[config.mk]
export PLATFORM = sky130hd
export DESIGN_NAME = norm_packer
export DESIGN_NICKNAME = d
export VERILOG_FILES = /design/src/rtl/norm_pkg.sv /design/src/rtl/norm_group_fifo.sv /design/src/rtl/norm_packer.sv
export SDC_FILE = /design/constraint.sdc
export NUM_CORES = 2
export LEC_CHECK = 0
export BUFFER_PORTS_ARGS = -buffer_cell sky130_fd_sc_hd__buf_2
export CAP_MARGIN = 20
export CORE_MARGIN = 2
export CORE_UTILIZATION = 60
export DETAILED_ROUTE_END_ITERATION = 7
export GPL_ROUTABILITY_DRIVEN = 0
export GPL_TIMING_DRIVEN = 0
export HOLD_SLACK_MARGIN = 0.1
export PLACE_DENSITY = 0.79
export SLEW_MARGIN = 20
export SYNTH_ARGS = -nofsm -noshare
export SYNTH_HDL_FRONTEND = slang
export SYNTH_SLANG_ARGS = --single-unit
[constraint.sdc]
create_clock -name clk -period 11.15 [get_ports clk]
set_input_delay 1.115 -clock clk [delete_from_list [all_inputs] [get_ports clk]]
set_output_delay 1.115 -clock clk [all_outputs]
set_load 0.01 [all_outputs]
[src/rtl/norm_pkg.sv]
// Shared types and default widths for the norm packer, plus the lowest-set-lane selector.
package norm_pkg;
  localparam int LANES           = 8;
  localparam int NORM_W          = 32;
  localparam int SCALE_W         = 6;
  localparam int DEF_IDX_W       = 32;
  localparam int DEF_GROUP_DEPTH = 4;
  localparam int LANE_W          = $clog2(LANES);

  typedef struct packed {
    logic [DEF_IDX_W-1:0] idx;
    logic [NORM_W-1:0]    norm;
    logic [SCALE_W-1:0]   scale;
    logic                 last;
  } norm_entry_t;

  typedef struct packed {
    logic [LANES-1:0]              mask;
    logic [LANES-1:0][NORM_W-1:0]  norm;
    logic [LANES-1:0][SCALE_W-1:0] scale;
  } norm_group_t;

  function automatic logic [LANE_W-1:0] lsb_index(input logic [LANES-1:0] m);
    logic [LANE_W-1:0] r;
    r = '0;
    for (int i = LANES - 1; i >= 0; i--) begin
      if (m[i]) r = LANE_W'(i);
    end
    return r;
  endfunction
endpackage

[src/rtl/norm_group_fifo.sv]
// Synchronous group FIFO; exposes head and the entry behind it so the drainer can
// chain groups without a bubble. Push while full is accepted when a pop happens too.
module norm_group_fifo
  import norm_pkg::*;
#(
  parameter int DEPTH = 4
) (
  input  logic                     clk,
  input  logic                     nrst,
  input  logic                     clear,
  input  logic                     push,
  input  norm_group_t              push_dat,
  input  logic                     pop,
  output norm_group_t              head,
  output norm_group_t              next_dat,
  output logic                     full,
  output logic                     empty,
  output logic [$clog2(DEPTH):0]   count
);
  localparam int AW = $clog2(DEPTH);
  localparam int CW = AW + 1;

  norm_group_t     mem_q [DEPTH];
  logic [AW-1:0]   wr_q, rd_q, rd_nxt;
  logic [CW-1:0]   cnt_q;
  logic            do_push, do_pop;

  assign empty    = (cnt_q == '0);
  assign full     = (cnt_q == CW'(DEPTH));
  assign count    = cnt_q;
  assign do_pop   = pop && !empty;
  assign do_push  = push && (!full || do_pop);
  assign rd_nxt   = rd_q + 1'b1;
  assign head     = mem_q[rd_q];
  assign next_dat = mem_q[rd_nxt];

  always_ff @(posedge clk) begin
    if (do_push && !clear) mem_q[wr_q] <= push_dat;
  end

  always_ff @(posedge clk or negedge nrst) begin
    if (!nrst) begin
      wr_q  <= '0;
      rd_q  <= '0;
      cnt_q <= '0;
    end else if (clear) begin
      wr_q  <= '0;
      rd_q  <= '0;
      cnt_q <= '0;
    end else begin
      if (do_push) wr_q <= wr_q + 1'b1;
      if (do_pop)  rd_q <= rd_nxt;
      case ({do_push, do_pop})
        2'b10:   cnt_q <= cnt_q + 1'b1;
        2'b01:   cnt_q <= cnt_q - 1'b1;
        default: cnt_q <= cnt_q;
      endcase
    end
  end
endmodule

[src/rtl/norm_packer.sv]
// Buffers sparse per-lane inverse-norm groups and serializes set lanes into an indexed
// ready/valid stream. Define NORM_PACKER_STATS_EN for saturating accepted/dropped counters.
module norm_packer
  import norm_pkg::*;
#(
  parameter int IDX_W       = DEF_IDX_W,
  parameter int GROUP_DEPTH = DEF_GROUP_DEPTH
) (
  input  logic                     clk,
  input  logic                     nrst,
  input  logic                     clear,
  input  logic [LANES-1:0]         in_mask,
  input  logic [LANES*NORM_W-1:0]  in_norm,
  input  logic [LANES*SCALE_W-1:0] in_scale,
  output logic                     out_valid,
  input  logic                     out_ready,
  output logic [IDX_W-1:0]         out_idx,
  output logic [NORM_W-1:0]        out_norm,
  output logic [SCALE_W-1:0]       out_scale,
  output logic                     out_last,
  output logic                     busy,
  output logic                     overflow
`ifdef NORM_PACKER_STATS_EN
  ,
  output logic [31:0]              stat_groups,
  output logic [31:0]              stat_dropped
`endif
);
  localparam int CW = $clog2(GROUP_DEPTH) + 1;

  norm_group_t        grp_in, fifo_head, fifo_next;
  logic               fifo_full, fifo_empty;
  logic [CW-1:0]      fifo_cnt;
  logic [LANES-1:0]   wmask_q, wmask_d, rem_mask, next_mask;
  logic [LANE_W-1:0]  sel;
  logic               ld, is_last, pop, push, drop;
  logic               out_valid_q, out_valid_d, out_last_q, out_last_d;
  logic               overflow_q, overflow_d;
  logic [IDX_W-1:0]   idx_cnt_q, idx_cnt_d, out_idx_q, out_idx_d;
  logic [NORM_W-1:0]  out_norm_q, out_norm_d;
  logic [SCALE_W-1:0] out_scale_q, out_scale_d;

  assign grp_in = {in_mask, in_norm, in_scale};

  norm_group_fifo #(.DEPTH(GROUP_DEPTH)) u_fifo (
    .clk      (clk),
    .nrst     (nrst),
    .clear    (clear),
    .push     (push),
    .push_dat (grp_in),
    .pop      (pop),
    .head     (fifo_head),
    .next_dat (fifo_next),
    .full     (fifo_full),
    .empty    (fifo_empty),
    .count    (fifo_cnt)
  );

  always_comb begin
    sel       = lsb_index(wmask_q);
    rem_mask  = wmask_q & (wmask_q - 1'b1);
    is_last   = (rem_mask == '0);
    ld        = (wmask_q != '0) && (!out_valid_q || out_ready);
    pop       = ld && is_last;
    push      = !clear && (in_mask != '0) && (!fifo_full || pop);
    drop      = !clear && (in_mask != '0) && !push;
    // On the final lane the working mask reloads straight from the following group.
    next_mask = (fifo_cnt > CW'(1)) ? fifo_next.mask : (push ? in_mask : '0);

    wmask_d     = wmask_q;
    out_valid_d = out_valid_q;
    out_idx_d   = out_idx_q;
    out_norm_d  = out_norm_q;
    out_scale_d = out_scale_q;
    out_last_d  = out_last_q;
    idx_cnt_d   = idx_cnt_q;
    overflow_d  = overflow_q;

    if (clear) begin
      wmask_d     = '0;
      out_valid_d = 1'b0;
      out_idx_d   = '0;
      out_norm_d  = '0;
      out_scale_d = '0;
      out_last_d  = 1'b0;
      idx_cnt_d   = '0;
      overflow_d  = 1'b0;
    end else begin
      if (ld) begin
        out_valid_d = 1'b1;
        out_idx_d   = idx_cnt_q;
        out_norm_d  = fifo_head.norm[sel];
        out_scale_d = fifo_head.scale[sel];
        out_last_d  = is_last;
        idx_cnt_d   = idx_cnt_q + 1'b1;
        wmask_d     = is_last ? next_mask : rem_mask;
      end else begin
        if (out_ready) out_valid_d = 1'b0;
        if (wmask_q == '0 && !fifo_empty) wmask_d = fifo_head.mask;
      end
      if (drop) overflow_d = 1'b1;
    end
  end

  always_ff @(posedge clk or negedge nrst) begin
    if (!nrst) begin
      wmask_q     <= '0;
      out_valid_q <= 1'b0;
      out_idx_q   <= '0;
      out_norm_q  <= '0;
      out_scale_q <= '0;
      out_last_q  <= 1'b0;
      idx_cnt_q   <= '0;
      overflow_q  <= 1'b0;
    end else begin
      wmask_q     <= wmask_d;
      out_valid_q <= out_valid_d;
      out_idx_q   <= out_idx_d;
      out_norm_q  <= out_norm_d;
      out_scale_q <= out_scale_d;
      out_last_q  <= out_last_d;
      idx_cnt_q   <= idx_cnt_d;
      overflow_q  <= overflow_d;
    end
  end

  assign out_valid = out_valid_q;
  assign out_idx   = out_idx_q;
  assign out_norm  = out_norm_q;
  assign out_scale = out_scale_q;
  assign out_last  = out_last_q;
  assign overflow  = overflow_q;
  assign busy      = !fifo_empty || out_valid_q;

`ifdef NORM_PACKER_STATS_EN
  logic [31:0] stat_groups_q, stat_dropped_q;

  always_ff @(posedge clk or negedge nrst) begin
    if (!nrst) begin
      stat_groups_q  <= '0;
      stat_dropped_q <= '0;
    end else if (clear) begin
      stat_groups_q  <= '0;
      stat_dropped_q <= '0;
    end else begin
      if (push && stat_groups_q != '1)  stat_groups_q  <= stat_groups_q + 1'b1;
      if (drop && stat_dropped_q != '1) stat_dropped_q <= stat_dropped_q + 1'b1;
    end
  end

  assign stat_groups  = stat_groups_q;
  assign stat_dropped = stat_dropped_q;
`endif
endmodule

---- After elaboration in Yosys (flattened, before gate mapping) ----
Memory sizes are Yosys's and may differ from the RTL's.
Cells that the tools add are included.
word-level totals
  bits in registers ....................... 120
  memory bits (writable) .................. 1,248
  output and inout port bits .............. 74
  word-level logic and storage cells ...... 95
  memories kept ........................... 1
cells by class
  $add $sub $neg .......................... 6
  order comparisons ....................... 2
  equality and inequality tests ........... 3
  multiplexer cells ....................... 41
  bitwise gates (word level) .............. 1
  reductions and logical operators ........ 30
memory list
  name          words  width  read ports  clocked after memory_dff  wr ports  line                   text
  u_fifo.mem_q  4      312    2           0                         1         norm_group_fifo.sv:23  norm_group_t mem_q [DEPTH];
operators with widths
  kind                                                                           number
  32-bit 2-to-1 mux                                                              7
  32-bit binary-select mux with 3-bit select                                     1
  8-bit 2-to-1 mux                                                               6
  32-bit by 1-bit adder with 32-bit output (second input constant)               1
  3-bit 2-to-1 mux                                                               9
  6-bit binary-select mux with 3-bit select                                      1
  6-bit 2-to-1 mux                                                               3
  8-bit logical NOT                                                              2
  8-bit nonzero test                                                             2
  1-bit logical AND                                                              9
  1-bit 2-to-1 mux                                                               9
  3-bit nonzero test                                                             3
  8-bit AND                                                                      1
  2-bit 2-to-1 mux                                                               4
  2-bit nonzero test                                                             4
  8-bit by 1-bit subtractor with 8-bit output (second input constant)            1
  3-bit case mux with 2 select lines                                             1
  1-bit logical NOT                                                              5
  2-bit by 1-bit adder with 2-bit output (second input constant)                 2
  1-bit logical OR                                                               4
  3-bit by 4-bit less-than comparator with 1-bit output (second input constant)  1
  3-bit by 1-bit adder with 3-bit output (second input constant)                 1
  3-bit == test (second input constant)                                          1
  3-bit by 1-bit > comparator with 1-bit output (second input constant)          1
  4 further kinds                                                                4

---- Logic depth before layout (Yosys ltp) ----
  depth after elaboration ................. 12
  mapped depth ............................ 11
  depth with buffers taken out ............ 9

---- Hierarchy ----
Synthesis repeated with hierarchy kept, for this count alone.
second synthesis, totals
  cells, all modules ...................... 3,120
  area total of the unflattened synthesis .. 60,571.8 µm²
modules (own cells, without submodules)
  module           times used  cells an instance  area each (µm²)  sequential area each (µm²)
  norm_group_fifo  1           2,078              52,874.5         37,651.1
  norm_packer      1           1,042              7,697.4          2,827.7

---- Worst setup path before layout ----
No wires, ideal clock.
  kind .................................... input port to flip-flop
  start point ............................. input out_ready
  end point ............................... memory u_fifo.mem_q[0][0] in the netlist's numbering (enable)
  setup time .............................. 0.714 ns
  arrival ................................. 8.980 ns
  data required time ...................... 10.436 ns
  path slack .............................. 1.456 ns
  stages .................................. 6
  path through ............................ nor2b_1 > nor3_1 > a32oi_2 > nor2b_1 > nor2_1 > and2_1
between the ends
  cells in the longest elaborated chain, start to end .. 9
ends and longest elaborated chain
  what                                                   line                                      text
  from (decl)                                            norm_packer.sv:16                         input logic out_ready,
  1-bit logical OR *                                     norm_packer.sv:63                         ld = (wmask_q != '0) && (!out_valid_q || out_ready);
  1-bit logical AND *                                    norm_packer.sv:63
  1-bit logical AND *                                    norm_packer.sv:64                         pop = ld && is_last;
  1-bit logical OR or 1-bit logical AND (tied branches)  norm_packer.sv:65, norm_group_fifo.sv:31
  1-bit logical AND or 1-bit logical OR (tied branches)  norm_packer.sv:65, norm_group_fifo.sv:32
  1-bit logical AND *                                    norm_group_fifo.sv:32                     assign do_push = push && (!full || do_pop);
  1-bit logical AND *                                    norm_group_fifo.sv:38                     if (do_push && !clear) mem_q[wr_q] <= push_dat;
  1-bit 2-to-1 mux *                                     norm_group_fifo.sv:38
  1-bit 2-to-1 mux (implied by the code) *               norm_group_fifo.sv:38
  to (decl)                                              norm_group_fifo.sv:23
Every way passes the cells marked *; elsewhere a longest branch is shown, timed or not.

---- Final worst setup path ----
  start point ............................. register wmask_q[5]
  end point ............................... memory u_fifo.mem_q[1][115] in the netlist's numbering (enable)
between the ends
  cells in the longest elaborated chain, start to end .. 10
ends and longest elaborated chain
  what                                                   line                                      text
  from (decl)                                            norm_packer.sv:34                         logic [LANES-1:0] wmask_q, wmask_d, rem_mask, next_mask;
  from (signal assigned)                                 norm_packer.sv:116                        wmask_q <= wmask_d;
  8-bit by 1-bit subtractor with 8-bit output            norm_packer.sv:61                         rem_mask = wmask_q & (wmask_q - 1'b1);
  8-bit AND                                              norm_packer.sv:61
  8-bit logical NOT                                      norm_packer.sv:62                         is_last = (rem_mask == '0);
  1-bit logical AND *                                    norm_packer.sv:64
  1-bit logical OR or 1-bit logical AND (tied branches)  norm_packer.sv:65, norm_group_fifo.sv:31
  1-bit logical AND or 1-bit logical OR (tied branches)  norm_packer.sv:65, norm_group_fifo.sv:32
  1-bit logical AND *                                    norm_group_fifo.sv:32
  1-bit logical AND *                                    norm_group_fifo.sv:38
  1-bit 2-to-1 mux *                                     norm_group_fifo.sv:38
  1-bit 2-to-1 mux (implied by the code) *               norm_group_fifo.sv:38
Marks and branches as above.

==> flow_metrics.env <==
export IMPL_core_area_um2=88200
export IMPL_dieHeight_um=302
export IMPL_fin_nets=3498
export IMPL_cts_root_buf="clkbuf_16"
export IMPL_slew_viol_final=0
export IMPL_grt_pass1_wl_um=197000
export IMPL_syn_area_um2=53400
export IMPL_failed_checks="design-rule violations"
export IMPL_area_growth_pct=16.1
export IMPL_cts_tree="yes"
export IMPL_power_density_nw_per_um2=250
export IMPL_grt_start_max_net_pins=96
export IMPL_fin_skew_ns=0.0261
export IMPL_grt_pass1_vias=29700
export IMPL_avgSynthCellArea_um2=20.4
export IMPL_drt_total_wl_um=138000
export IMPL_drt_iter0_drc=3899
export IMPL_synth_edff_count=1248
export IMPL_post_cts_buffers=0
export IMPL_synth_cell_types=64
export IMPL_async_flop_share_pct=8.77
export IMPL_worst_pin_slew_ns=1.01
export IMPL_cp_arrival_ns=4.42
export IMPL_htreeDepth=4
export IMPL_period_needed_ns=4.01
export IMPL_synth_top_area_cell="edfxtp_1"
export IMPL_routed_via_count=29600
export IMPL_crit_type="reg -> reg"
export IMPL_io_buffers=388
export IMPL_finalInstanceArea_um2=62000
export IMPL_p_leak_nw=21.4
export IMPL_rows=109
export IMPL_max_cap_violations=0
export IMPL_clk_latency_ns=0.74
export IMPL_grt_remaining_overflow=0
export IMPL_synth_main_ff_cell="edfxtp_1"
export IMPL_ys_seq_elements=1368
export IMPL_synth_nets=2944
export IMPL_clk_pin_slew_ns=0.07
export IMPL_max_slew_margin_rel_pct=33.0
export IMPL_boundaryPins=390
export IMPL_critPathLaunchType="register"
export IMPL_antenna_found_initial=84
export IMPL_cts_sinks=1368
export IMPL_hp_class="in -> async"
export IMPL_viasPerCell=6.59
export IMPL_synth_top_cell_area_share_pct=70.2
export IMPL_ir_drop_mv=0.151
export IMPL_critPathMaxFanout=40
export IMPL_ant_nets=0
export IMPL_ctsResizeCount=0
export IMPL_holdBufCountCts=0
export IMPL_stdcell_count=4496
export IMPL_clockBufferDepth=3
export IMPL_hpwl_um=91000
export IMPL_drive_gt1_share_pct=31.2
export IMPL_hold_violations=0
export IMPL_cts_made_buffers=133
export IMPL_start_util_pct=60.5
export IMPL_max_freq_mhz=250
export IMPL_grt_usage_pct=30.2
export IMPL_synth_area_leaders="edfxtp_1, mux4_2, dfrtp_1"
export IMPL_end_kind="register"
export IMPL_synthCells=2619
export IMPL_dpl_cell_area_um2=57600
export IMPL_dieArea_um2=91400
export IMPL_fp_dieW_um=302
export IMPL_setup_violations=0
export IMPL_cp_data_required_time_ns=11.56
export IMPL_synth_seq_area_share_pct=75.8
export IMPL_status="finished with violations"
export IMPL_wl_per_cell_um=30.6
export IMPL_dp_cells=4203
export IMPL_drc_errors=3
export IMPL_fin_crit_sh_pct=35.9
export IMPL_rsz0062_at_grt="false"
export IMPL_synth_yosys_warnings=0
export IMPL_dr_pass1_iters=8
-- layout by cell type (no fill, tap or decap), types with 5 or more instances in the layout --
master     count
edfxtp_1    1248
buf_2        435
mux4_2       320
nand2_1      175
clkbuf_16    139
dfrtp_1      120
a211oi_1     114
clkbuf_1     111
and3_1        81
diode_2       55
nor2_1        54
a21oi_1       45
mux2i_1       38
a311oi_1      38
a211o_1       38
xor2_1        28
buf_4         20
clkinv_1      20
inv_1         17
o21ai_0       17
buf_16        17
buf_6         15
clkinv_2      14
buf_12        13
nand3_1       12
bufinv_16     11
ha_1           9
nand2b_1       7
nor2b_1        7
nand4_1        7
xnor2_1        7
o21ai_1        6
nor3_1         5
and2_4         5
and4_1         5
a22oi_1        5
inv_6          5
clkbuf_8       5
-- worst paths after layout --
kind                       slack, ns              endpoint         from  cells past startpoint
setup / recovery                7.14  u_fifo.mem_q[1][115]   wmask_q[5]                     10
hold / removal                  0.25          out_scale[5]         nrst                      1
setup reg to reg                7.14  u_fifo.mem_q[1][115]   wmask_q[5]                     10
hold reg to reg                 0.49           out_norm[0]  out_norm[0]                      1
max in group asynchronous      10.08          out_norm[11]         nrst                      2
min in group clk                0.49           out_norm[0]  out_norm[0]                      1
-- final cells by class --
class                           instances  area [um2]
Timing Repair Buffer                  419        2700
Fill cell                            5057       26200
Clock buffer                          178        3670
Buffer                                162         857
Sequential cell                      1368       40500
Multi-Input combinational cell       1072       12000
Clock inverter                         60         629
Antenna cell                           55         138
Tap cell                             1165        1460
Inverter                               17        63.8
-- stage by stage --
stage	setup slack, ns	util [%]	hold slack (ns)	power, mW	TNS (ns)
CTS	7.18	70.1	0.217	15.5	0
floorplan	1.46	-	0.504	9.65	0
global route	7.00	70.2	0.254	16.0	0
global placement	-4.01	64.4	0.468	11.2	-4933.78
finish	7.14	70.3	0.248	15.5	0
detailed placement	6.88	65.2	0.471	11.0	0
-- power breakdown --
part	internal [mW]	switching, mW	total [mW]
registers	6.44	0.226	6.66
clock network	2.58	1.87	4.45
logic	1.69	2.69	4.37
total	10.7	4.79	15.5
-- Yosys cell counts (3+ instances only) --
| master | count |
|---|---|
| edfxtp_1 | 1248 |
| mux4_2 | 320 |
| nand2_1 | 175 |
| dfrtp_1 | 120 |
| a211oi_1 | 114 |
| and3_1 | 81 |
| clkbuf_1 | 77 |
| nor2_1 | 54 |
| buf_2 | 48 |
| a21oi_1 | 45 |
| a211o_1 | 38 |
| a311oi_1 | 38 |
| mux2i_1 | 38 |
| xor2_1 | 28 |
| buf_4 | 20 |
| inv_1 | 17 |
| o21ai_0 | 17 |
| buf_6 | 15 |
| nand3_1 | 12 |
| ha_1 | 9 |
| and2_1 | 7 |
| nand2b_1 | 7 |
| nand4_1 | 7 |
| nor2b_1 | 7 |
| xnor2_1 | 7 |
| o21ai_1 | 6 |
| a22oi_1 | 5 |
| and4_1 | 5 |
| nor3_1 | 5 |
| a31oi_1 | 4 |
| nor4_1 | 3 |
| or3_1 | 3 |
-- flip-flops by register name, summed over array words and instances (netlist names) --
| signal | count |
|---|---|
| u_fifo.mem_q | 1248 |
| idx_cnt_q | 32 |
| out_idx | 32 |
| out_norm | 32 |
| wmask_q | 8 |
| out_scale | 6 |
| u_fifo.count | 3 |
| u_fifo.rd_q | 2 |
| u_fifo.wr_q | 2 |
| out_last | 1 |
| out_valid | 1 |
| overflow | 1 |
-- critical path, stage by stage, from the launching register on --
cell and delay [ns]:
dfrtp_1 0.47, or4_1 0.59, nor3_1 0.25, a32oi_2 0.15, nor2b_1 0.21, nor2_1 0.32
and2_4 0.49, buf_12 0.27, buf_12 0.27, buf_12 0.27, buf_16 0.26
-- kinds of logic after synthesis --
kind of cell | share of synthesized area [%]
buffers and inverters | 1.72
multiplexers | 14.2
AO/OA/AOI/OAI | 3.96
adder cells (fa/ha/maj) | 0.248
XOR/XNOR | 0.574
flip-flops | 75.8
AND/OR/NAND/NOR | 3.45
-- metal layers --
| layer | track usage [%] | up-vias | share of wire, % |
|---|---|---|---|
| met3 | 9.06 | 411 | 11 |
| met5 | 0 | - | 0.32 |
| met4 | 13.9 | 70 | 4.4 |
| met1 | 37.9 | 15100 | 34 |
| met2 | 49.1 | 1961 | 50 |
| li1 | - | 12100 | - |
Power figures use the tool's default switching activity.
